==> src/rtl/word_serializer_pkg.sv <==
// Shared definitions for the word serializer: FSM state encoding and counter sizing.
//   ser_state_t : ST_IDLE=0, ST_SHIFT=1, ST_GAP=2; encoding 3 is unused and recovers to ST_IDLE
//   cnt_width() : bits needed for a down counter that is loaded with at most n-1
package word_serializer_pkg;

   typedef enum logic [1:0] {
      ST_IDLE  = 2'd0,
      ST_SHIFT = 2'd1,
      ST_GAP   = 2'd2
   } ser_state_t;

   // A counter that is loaded with at most n-1 needs $clog2(n) bits (minimum 1).
   function automatic int unsigned cnt_width(input int unsigned n);
      return (n > 1) ? $clog2(n) : 1;
   endfunction

endpackage

==> src/rtl/ser_down_counter.sv <==
// Loadable down counter with a zero flag; it holds at zero rather than wrapping.
//   CLK, RST  : clock, synchronous active-high reset (count -> 0)
//   load      : load load_val (has priority over dec)
//   load_val  : value to load
//   dec       : decrement by one when non-zero
//   zero      : count == 0
module ser_down_counter #(
   parameter int unsigned W = 3
) (
   input  logic         CLK,
   input  logic         RST,
   input  logic         load,
   input  logic [W-1:0] load_val,
   input  logic         dec,
   output logic         zero
);

   logic [W-1:0] count;

   // Count register.
   always_ff @(posedge CLK) begin
      if (RST) begin
         count <= '0;
      end else if (load) begin
         count <= load_val;
      end else if (dec && (count != '0)) begin
         count <= count - W'(1);
      end
   end

   assign zero = (count == '0);

endmodule

==> src/rtl/word_serializer.sv <==
// Parallel-to-serial front end for the serial sequence detectors. Takes a WIDTH-bit word
// on a valid/ready handshake and shifts it out one bit per clock, optionally followed by
// a fixed number of forced idle cycles.
//   CLK, RST   : clock, synchronous active-high reset
//   in_data    : word to serialize, sampled only on accept
//   in_valid   : in_data valid, held by the source until accepted
//   in_ready   : a word can be accepted this cycle (state/counter decode only)
//   ser_out    : serial bit stream, IDLE_LEVEL when no bit is sent
//   ser_valid  : ser_out carries a data bit
//   word_done  : high during the last bit of a word
//   busy       : state is not IDLE
module word_serializer
   import word_serializer_pkg::*;
#(
   parameter int unsigned WIDTH      = 8,
   parameter bit          MSB_FIRST  = 1'b1,
   parameter bit          IDLE_LEVEL = 1'b0,
   parameter int unsigned GAP_CYCLES = 0
) (
   input  logic             CLK,
   input  logic             RST,
   input  logic [WIDTH-1:0] in_data,
   input  logic             in_valid,
   output logic             in_ready,
   output logic             ser_out,
   output logic             ser_valid,
   output logic             word_done,
   output logic             busy
);

   localparam int unsigned   CW       = cnt_width(WIDTH);
   localparam int unsigned   GW       = cnt_width(GAP_CYCLES);
   localparam bit            HAS_GAP  = (GAP_CYCLES > 0);
   localparam logic [CW-1:0] BIT_LOAD = CW'(WIDTH - 1);
   localparam logic [GW-1:0] GAP_LOAD = HAS_GAP ? GW'(GAP_CYCLES - 1) : '0;

   ser_state_t       state;
   ser_state_t       state_nxt;
   logic [WIDTH-1:0] shift_reg;
   logic [WIDTH-1:0] shift_nxt;
   logic             bit_zero;
   logic             gap_zero;
   logic             bit_load;
   logic             bit_dec;
   logic             gap_load;
   logic             gap_dec;
   logic             last_bit;
   logic             head;
   logic             accept;

   // Bits remaining in the current word.
   ser_down_counter #(.W(CW)) u_bit_cnt (
      .CLK      (CLK),
      .RST      (RST),
      .load     (bit_load),
      .load_val (BIT_LOAD),
      .dec      (bit_dec),
      .zero     (bit_zero)
   );

   // Forced idle cycles remaining after a word.
   ser_down_counter #(.W(GW)) u_gap_cnt (
      .CLK      (CLK),
      .RST      (RST),
      .load     (gap_load),
      .load_val (GAP_LOAD),
      .dec      (gap_dec),
      .zero     (gap_zero)
   );

   // State and shift register.
   always_ff @(posedge CLK) begin
      if (RST) begin
         state     <= ST_IDLE;
         shift_reg <= '0;
      end else begin
         state     <= state_nxt;
         shift_reg <= shift_nxt;
      end
   end

   assign head = MSB_FIRST ? shift_reg[WIDTH-1] : shift_reg[0];

   // Next-state, counter control and output decode.
   always_comb begin
      state_nxt = state;
      shift_nxt = shift_reg;
      bit_load  = 1'b0;
      bit_dec   = 1'b0;
      gap_load  = 1'b0;
      gap_dec   = 1'b0;
      in_ready  = 1'b0;
      ser_out   = IDLE_LEVEL;
      ser_valid = 1'b0;
      word_done = 1'b0;
      busy      = (state != ST_IDLE);

      last_bit = (state == ST_SHIFT) && bit_zero;

      // Ready in IDLE, or on the last bit when words may run back-to-back.
      if (!RST) begin
         if (state == ST_IDLE) begin
            in_ready = 1'b1;
         end else if (last_bit && !HAS_GAP) begin
            in_ready = 1'b1;
         end
      end
      accept = in_valid && in_ready;

      if (state == ST_SHIFT) begin
         ser_out   = head;
         ser_valid = 1'b1;
         word_done = bit_zero;
      end

      case (state)
         ST_IDLE: begin
            if (accept) begin
               state_nxt = ST_SHIFT;
               shift_nxt = in_data;
               bit_load  = 1'b1;
            end
         end
         ST_SHIFT: begin
            if (bit_zero) begin
               if (HAS_GAP) begin
                  state_nxt = ST_GAP;
                  gap_load  = 1'b1;
               end else if (accept) begin
                  // Reload on the last bit keeps the stream free of idle bits.
                  shift_nxt = in_data;
                  bit_load  = 1'b1;
               end else begin
                  state_nxt = ST_IDLE;
               end
            end else begin
               if (MSB_FIRST) begin
                  shift_nxt = {shift_reg[WIDTH-2:0], 1'b0};
               end else begin
                  shift_nxt = {1'b0, shift_reg[WIDTH-1:1]};
               end
               bit_dec = 1'b1;
            end
         end
         ST_GAP: begin
            if (gap_zero) begin
               state_nxt = ST_IDLE;
            end else begin
               gap_dec = 1'b1;
            end
         end
         default: begin
            state_nxt = ST_IDLE;
         end
      endcase
   end

endmodule
==> config.mk <==
export PLATFORM = sky130hd
export DESIGN_NAME = word_serializer
export DESIGN_NICKNAME = d
export VERILOG_FILES = /design/src/rtl/word_serializer_pkg.sv /design/src/rtl/ser_down_counter.sv /design/src/rtl/word_serializer.sv
export SDC_FILE = /design/constraint.sdc
export NUM_CORES = 1
export LEC_CHECK = 0
export ABC_AREA = 0
export BUFFER_PORTS_ARGS = -buffer_cell sky130_fd_sc_hd__buf_2
export CAP_MARGIN = 25
export CORE_MARGIN = 3
export CORE_UTILIZATION = 45
export CTS_CLUSTER_SIZE = 28
export DETAILED_ROUTE_END_ITERATION = 12
export HOLD_SLACK_MARGIN = 0.03
export PLACE_DENSITY = 0.8
export SETUP_SLACK_MARGIN = 0.2
export SYNTH_ARGS = -nofsm -noshare
export SYNTH_HDL_FRONTEND = slang
export SYNTH_HIERARCHICAL = 1
export SYNTH_SLANG_ARGS = --single-unit
==> constraint.sdc <==
create_clock -name CLK -period 1.8 [get_ports CLK]
set_input_delay 0.18 -clock CLK [delete_from_list [all_inputs] [get_ports CLK]]
set_output_delay 0.18 -clock CLK [all_outputs]
set_load 0.01 [all_outputs]
==> results by group, run 1 <==
Yosys
  • Avg Cell Area, Syn: 9.79 um^2
  • Top post-synthesis cells by area: dfxtp_1, mux2i_1, a211oi_1
  • Area fraction of the dominant cell type after synthesis: 0.366
  • Post-synth top cells: dfxtp_1, mux2i_1, a211oi_1, nor3b_1, inv_1
  • Async set-reset flop share out of synthesis: 0
  • Post-synthesis sequential area ratio: 0.366
  • Post-synth top flop: dfxtp_1
  • Synth cell types: 23
  • Most common cell in the netlist: dfxtp_1
  • Number of flops mapped to enable cells by yosys: 0
  • Mapped Cells: 67
  • Mapped Area: 656 um^2
  • Area leader, netlist: dfxtp_1
  • Yosys Warn Count: 6
  • #FFs+latches synth: 12

Worst setup path
  • Crit-path max FO: 3
  • Critical path class: register to output pin
  • Crit-path cells: inv_2 > ha_4 > ha_4 > buf_4 > and2_2 > buf_2
  • Max incr delay on CP: ~0.35 ns
  • R2R cell count: 8
  • R2R Setup Slk: 0.24 ns
  • Slowest stage cell, crit path: dfxtp_2
  • Worst R2R End: u_bit_cnt/count[1]
  • Crit path DAT: roughly 1.4 ns
  • Startpoint types: register
  • R2r startpoint: u_bit_cnt/count[0]
  • Crit. End Element: output pin
  • Top cell by count, worst path: ha_4
  • Critical Path RT: 1.62 ns

Clock network
  • Worst-skew pair later-pin latency: 0.26 ns
  • CTS tree: built
  • CTS Buf Count: 3
  • Root buffer cell: clkbuf_4
  • Clock sinks: 12
  • Clock tree buffer depth: 2
  • Clk pin slew, worst setup/hold paths: around 0.070 ns
  • Htree depth: 1

Timing
  • Final setup vio count: 0
  • FMAX: approximately 630 MHz
  • Final hold violations: 0
  • Crit path time final: 1.59 ns
  • Setup_tns: 0 ns
  • RSZ-0062 raised after global routing: yes
  • WHS: ~0.22 ns
  • Final period util: 0.881
  • Final Skew: approximately 0.0015 ns
  • Max Slew Vio Count: 0

Floorplan
  • Ports: 16
  • Die area: a little under 2000 um^2
  • Die Height: between 40 and 50 um
  • Starting Density: 0.492
  • CORE AREA: 1330 um^2
  • # rows: 13
  • Die width: between 40 and 50 um

Global route
  • Largest net degree at the start of global routing: 15
  • GRT Util Overall: 0.162
  • Antenna violations before repair: 0
  • Grt ovf: 0
  • Number of global-route vias before repair: approximately 530
  • First-pass GRT wire length: 2280 um

Placement
  • Placed cell count: 95
  • Final HPWL DP: 960 um
  • GP Congestion: 0.717
  • Placed Area: about 760 um^2
  • PortBufs: 15

Min path
  • Destination of the worst hold path: shift_reg[0]
  • Hold Path Stages: 3
  • Worst hold path class: primary input to register
  • Hold path startpoint: in_data[0]

Final layout
  • Largest register FFs: 8
  • Share of layout cells above drive strength 1: 0.409
  • Non-Filler Instances: 103
  • Fin nets: roughly 100
  • Multi-input logic area: 389 um^2
  • FF/Latch Area: 243 um^2
  • Number of diodes: 0
  • Final Cell Area: 821 um^2
  • P&R area growth vs syn: 25.2%
  • Layout fillers: 118

Detailed routing
  • Vias per cell: ~5.4
  • Post-route DRC: 0
  • ANT nets after route: 0
  • Detailed Routing Iterations Pass 1: 4
  • DR vias: 552
  • DRT iter0 DRCs: 5
  • WL final: approximately 1300 um
  • WL/cell: 13.0 um

Power
  • Leak pwr: 0.366 nW
  • Pwr dens: ~780 nW/um^2
  • Peak supply drop: approximately 0.45 mV

Flow run
  • Maxcap violations: 0

Status
  • Status: finished, final reports clean
==> per-stage QoR <==
stage               worst slack, ns  total power [mW]   util
floorplan                     0.101             0.435      -
global placement              0.180             0.461  0.568
finish                        0.214             0.642  0.615
CTS                           0.202             0.641  0.602
detailed placement            0.141             0.468  0.568
global route                  0.144             0.685  0.615
==> final cells by class <==
class / count / area share
multi-input cells: 46 / 0.474
flip-flops and latches: 12 / 0.296
repair buffers: 21 / 0.146
inverters: 6 / 0.0335
clock buffers: 3 / 0.0274
well taps: 15 / 0.0229
==> kinds of logic (layout without fill, tap and decap cells) <==
family	after synthesis	count (layout)	synth area share
AOI/OAI and AO/OA	12	12	0.126
adders and majority gates	2	2	0.0382
other	1	3	0.00572
buffers and inverters	11	30	0.111
DFF	12	12	0.366
and+or+nand+nor	20	20	0.218
muxes	8	8	0.122
xor gates and xnor gates	1	1	0.0134
==> worst max-delay path by stage <==
| stage | startpoint | endpoint | slack [ns] |
|---|---|---|---|
| 6_report | u_bit_cnt/count[0] | word_done | 0.21 |
| 5_1_grt | u_bit_cnt/count[1] | u_bit_cnt/count[2] | 0.14 |
| 3_3_place_gp | u_bit_cnt/count[1] | u_bit_cnt/count[1] | 0.18 |
| 3_5_place_dp | u_bit_cnt/count[0] | u_bit_cnt/count[1] | 0.14 |
| 4_1_cts | u_bit_cnt/count[0] | in_ready | 0.20 |
| 2_1_floorplan | u_bit_cnt/count[0] | u_bit_cnt/count[1] | 0.10 |
==> where the power goes <==
group / internal, mW / switching (mW) / total [mW]
registers: 0.291 / 0.0147 / 0.306
clock network: 0.0773 / 0.0810 / 0.158
logic: 0.0958 / 0.0816 / 0.177
total: 0.465 / 0.177 / 0.642
==> cells in the final DEF (no fill, tap or decap) <==
master | synthesis | final
o21a_1 | 1 | 1
inv_2 | 1 | 2
or3_1 | 2 | 2
xnor2_1 | 1 | 1
a211oi_1 | 7 | 7
nor2_2 | 0 | 1
dfxtp_2 | 0 | 2
a31oi_1 | 2 | 2
and2_1 | 1 | 1
nor3_1 | 2 | 1
mux2i_1 | 8 | 8
nor3b_1 | 7 | 7
conb_1 | 1 | 3
a21oi_1 | 2 | 2
nor3_4 | 0 | 1
buf_4 | 2 | 6
inv_1 | 5 | 3
ha_4 | 0 | 2
nand3b_1 | 2 | 2
inv_6 | 0 | 1
dfxtp_1 | 12 | 10
clkbuf_4 | 0 | 3
nand2b_4 | 2 | 2
and2_2 | 1 | 1
nand2_1 | 2 | 2
buf_2 | 0 | 15
==> per-layer routing <==
layer	GRT usage	share of wire	vias up
li1	-	-	277
met1	0.186	0.45	263
met2	0.265	0.49	10
met3	0.0366	0.042	2
met4	0.108	0.013	0
met5	0	0	-
==> worst max-delay path: cells and delay by family (launching register included) <==
family | cells | cell delay [ns]
buf+inv | 3 | 0.31
simple gates | 1 | 0.17
fa+ha+maj | 2 | 0.31
flops | 1 | 0.35
==> repair_timing <==
| action | 4_1_cts | 5_1_grt |
|---|---|---|
| resized for setup | 0 | 1 |
| hold endpoints to repair | 0 | 0 |
| cloned | 0 | 0 |
| endpoints found under the setup margin | 3 | 3 |
| buffers inserted | 3 | 2 |
| hold buffers | 0 | 0 |
Note: power is estimated with default switching activity, not from simulation.
==> run 2: changes to the inputs <==
--- a/config.mk
+++ b/config.mk
@@ -9,13 +9,15 @@
 export BUFFER_PORTS_ARGS = -buffer_cell sky130_fd_sc_hd__buf_2
 export CAP_MARGIN = 25
 export CORE_MARGIN = 3
-export CORE_UTILIZATION = 45
+export CORE_UTILIZATION = 48
+export CTS_BUF_LIST = sky130_fd_sc_hd__clkbuf_8
 export CTS_CLUSTER_SIZE = 28
 export DETAILED_ROUTE_END_ITERATION = 12
 export HOLD_SLACK_MARGIN = 0.03
-export PLACE_DENSITY = 0.8
+export PLACE_DENSITY = 0.72
 export SETUP_SLACK_MARGIN = 0.2
 export SYNTH_ARGS = -nofsm -noshare
 export SYNTH_HDL_FRONTEND = slang
 export SYNTH_HIERARCHICAL = 1
 export SYNTH_SLANG_ARGS = --single-unit
+export TNS_END_PERCENT = 20
==> run 2 against run 1 <==
Register-to-register slack about the same. Power increased by 19%. Clock skew hardly changed. Routed wire length shrank 10%. Critical path depth unchanged. Die area shrank 5.4%. Setup slack better by 0.030 ns. Non-clock buffer count decreased by 1. First-iteration DRC count increased by 40%. Clock power increased by 84%. Sequential cell count unchanged. Sequential share of layout area decreased by 0.75 points. Critical path type unchanged. Critical endpoint unchanged. Largest power group unchanged.
==> results by group, run 2 (synthesis results as in run 1) <==
Detailed routing
  • WL/cell: 11.8 um (-9.1%)
  • DRT iter0 DRCs: 7 (+2)
  • Detailed Routing Iterations Pass 1: 4 (unchanged)
  • ANT nets after route: 0 (unchanged)
  • Vias per cell: 5.25 (-2.1%)
  • WL final: 1200 um (-10%)
  • Post-route DRC: 0 (unchanged)
  • DR vias: 535 (-3.1%)

Global route
  • Number of global-route vias before repair: 511 (-4.1%)
  • Grt ovf: 0 (unchanged)
  • Largest net degree at the start of global routing: 15 (unchanged)
  • GRT Util Overall: 0.151 (-0.0104)
  • First-pass GRT wire length: 2150 um (-5.7%)
  • Antenna violations before repair: 0 (unchanged)

Timing
  • Setup_tns: 0 ns (unchanged)
  • Final setup vio count: 0 (unchanged)
  • Final period util: 0.864 (-0.0166)
  • Crit path time final: 1.56 ns (-0.0298 ns)
  • Final Skew: 0.00168 ns (+0.000133 ns)
  • Max Slew Vio Count: 0 (unchanged)
  • Final hold violations: 0 (unchanged)
  • FMAX: 643 MHz (+1.9%)
  • RSZ-0062 raised after global routing: yes

Clock network
  • Root buffer cell: clkbuf_8
  • Clk pin slew, worst setup/hold paths: 0.05 ns (-0.02 ns)
  • Worst-skew pair later-pin latency: 0.24 ns (-0.02 ns)
  • Post-CTS sizing: 0 (unchanged)
  • CTS Buf Count: 3 (unchanged)
  • Clock tree buffer depth: 2 (unchanged)
  • CTS tree: built
  • Clock sinks: 12 (unchanged)
  • Htree depth: 1 (unchanged)

Power
  • Leak pwr: 0.377 nW (+3.1%)
  • Pwr dens: 909 nW/um^2 (+16%)
  • Peak supply drop: 0.470 mV (+5.7%)

Flow run
  • Maxcap violations: 0 (unchanged)

Status
  • Status: finished, final reports clean

Final layout
  • Final Cell Area: 842 um^2 (+2.6%)
  • Largest register FFs: 8 (unchanged)
  • Commonest non-fill, non-tap cell in the layout: buf_2
  • Number of diodes: 0 (unchanged)
  • Commonest cells after routing, fill and taps aside: buf_2, dfxtp_1, mux2i_1
  • Fin nets: 102 (-0.97%)
  • P&R area growth vs syn: 28.4%
  • Share of layout cells above drive strength 1: 0.398 (-0.0114)

Floorplan
  • Die width: 43.0 um (-2.8%)
  • # rows: 12 (-1)
  • Starting Density: 0.553 (+0.0612)
  • Die area: 1850 um^2 (-5.4%)
  • Die Height: 43.0 um (-2.8%)
  • Ports: 16 (unchanged)
  • CORE AREA: 1190 um^2 (-11%)

Min path
  • Worst hold path class: primary input to register

Worst setup path
  • Crit-path max FO: 6 (+3)
  • Top cell by count, worst path: ha_4
  • Startpoint types: register
  • Buf/Inv on CP: 3 (unchanged)
  • Crit-path leading delay family: flip-flops
  • Critical path class: register to output pin
  • Slowest stage cell, crit path: dfxtp_2
  • Critical Path RT: 1.62 ns (about the same)
  • Max incr delay on CP: 0.34 ns (about the same)
  • Crit path DAT: 1.38 ns (-0.03 ns)
  • Crit-path cells: inv_2 > ha_4 > ha_4 > buf_4 > and2_2 > buf_2
  • Crit. End Element: output pin

Placement
  • Placed Area: 757 um^2 (-0.16%)
  • Final HPWL DP: 827 um (-14%)
  • PortBufs: 15 (unchanged)
  • GP Congestion: 0.705 (-1.7%)
-- run 2: per-layer routing --
layer,wire [um],part of all wire,vias up,global-route usage
li1,-,-,275,-
met1,569,0.47,249,0.184
met2,572,0.48,9,0.254
met3,51,0.042,2,0.0381
met4,8,0.0067,0,0.0542
met5,0,0,-,0
-- run 2: stage by stage --
step | setup slack, ns | utilization | power, mW | instances | hold slack (ns)
after global routing | 0.172 | 0.710 | 0.813 | 102 | 0.268
after floorplan | 0.101 | - | 0.435 | 69 | 0.242
after global placement | 0.176 | 0.638 | 0.460 | 94 | 0.480
after detailed placement | 0.152 | 0.638 | 0.463 | 94 | 0.494
after CTS | 0.205 | 0.691 | 0.756 | 99 | 0.249
final | 0.244 | 0.710 | 0.765 | 102 | 0.241
-- run 2: final cells by class --
type	instances	area (um^2)
multi-input combinational	46	387
fill	99	344
sequential	12	243
timing repair buffer	20	113
clock buffer	4	55.1
inverter	6	27.5
tap	14	17.5
-- run 2: final timing paths --
path | startpoint | endpoint | slack [ns] | cells past startpoint
worst max-delay path | u_bit_cnt/count[0] | word_done | 0.24 | 6
worst min-delay path | in_data[0] | shift_reg[0] | 0.24 | 3
worst max register to register | u_bit_cnt/count[0] | u_bit_cnt/count[2] | 0.24 | 8
worst min register to register | u_bit_cnt/count[2] | u_bit_cnt/count[2] | 0.51 | 2
-- run 2: tightest hold or removal path: cells and delay by family --
| family | cells | cell delay (ns) |
|---|---|---|
| buffers and inverters | 1 | 0.08 |
| muxes | 1 | 0.06 |
| and+or+nand+nor | 1 | 0.11 |
-- run 2: repair_timing --
| item | 4_1_cts | 5_1_grt |
|---|---|---|
| hold buffers | 0 | 0 |
| setup buffers | 1 | 3 |
| setup endpoints to repair | 3 | 3 |
| pin swaps | 0 | 2 |
-- run 2: where the power goes --
part	internal [mW]	switching [mW]	total, mW
sequential	0.292	0.0143	0.306
combinational	0.0923	0.0757	0.168
clock	0.193	0.0980	0.291
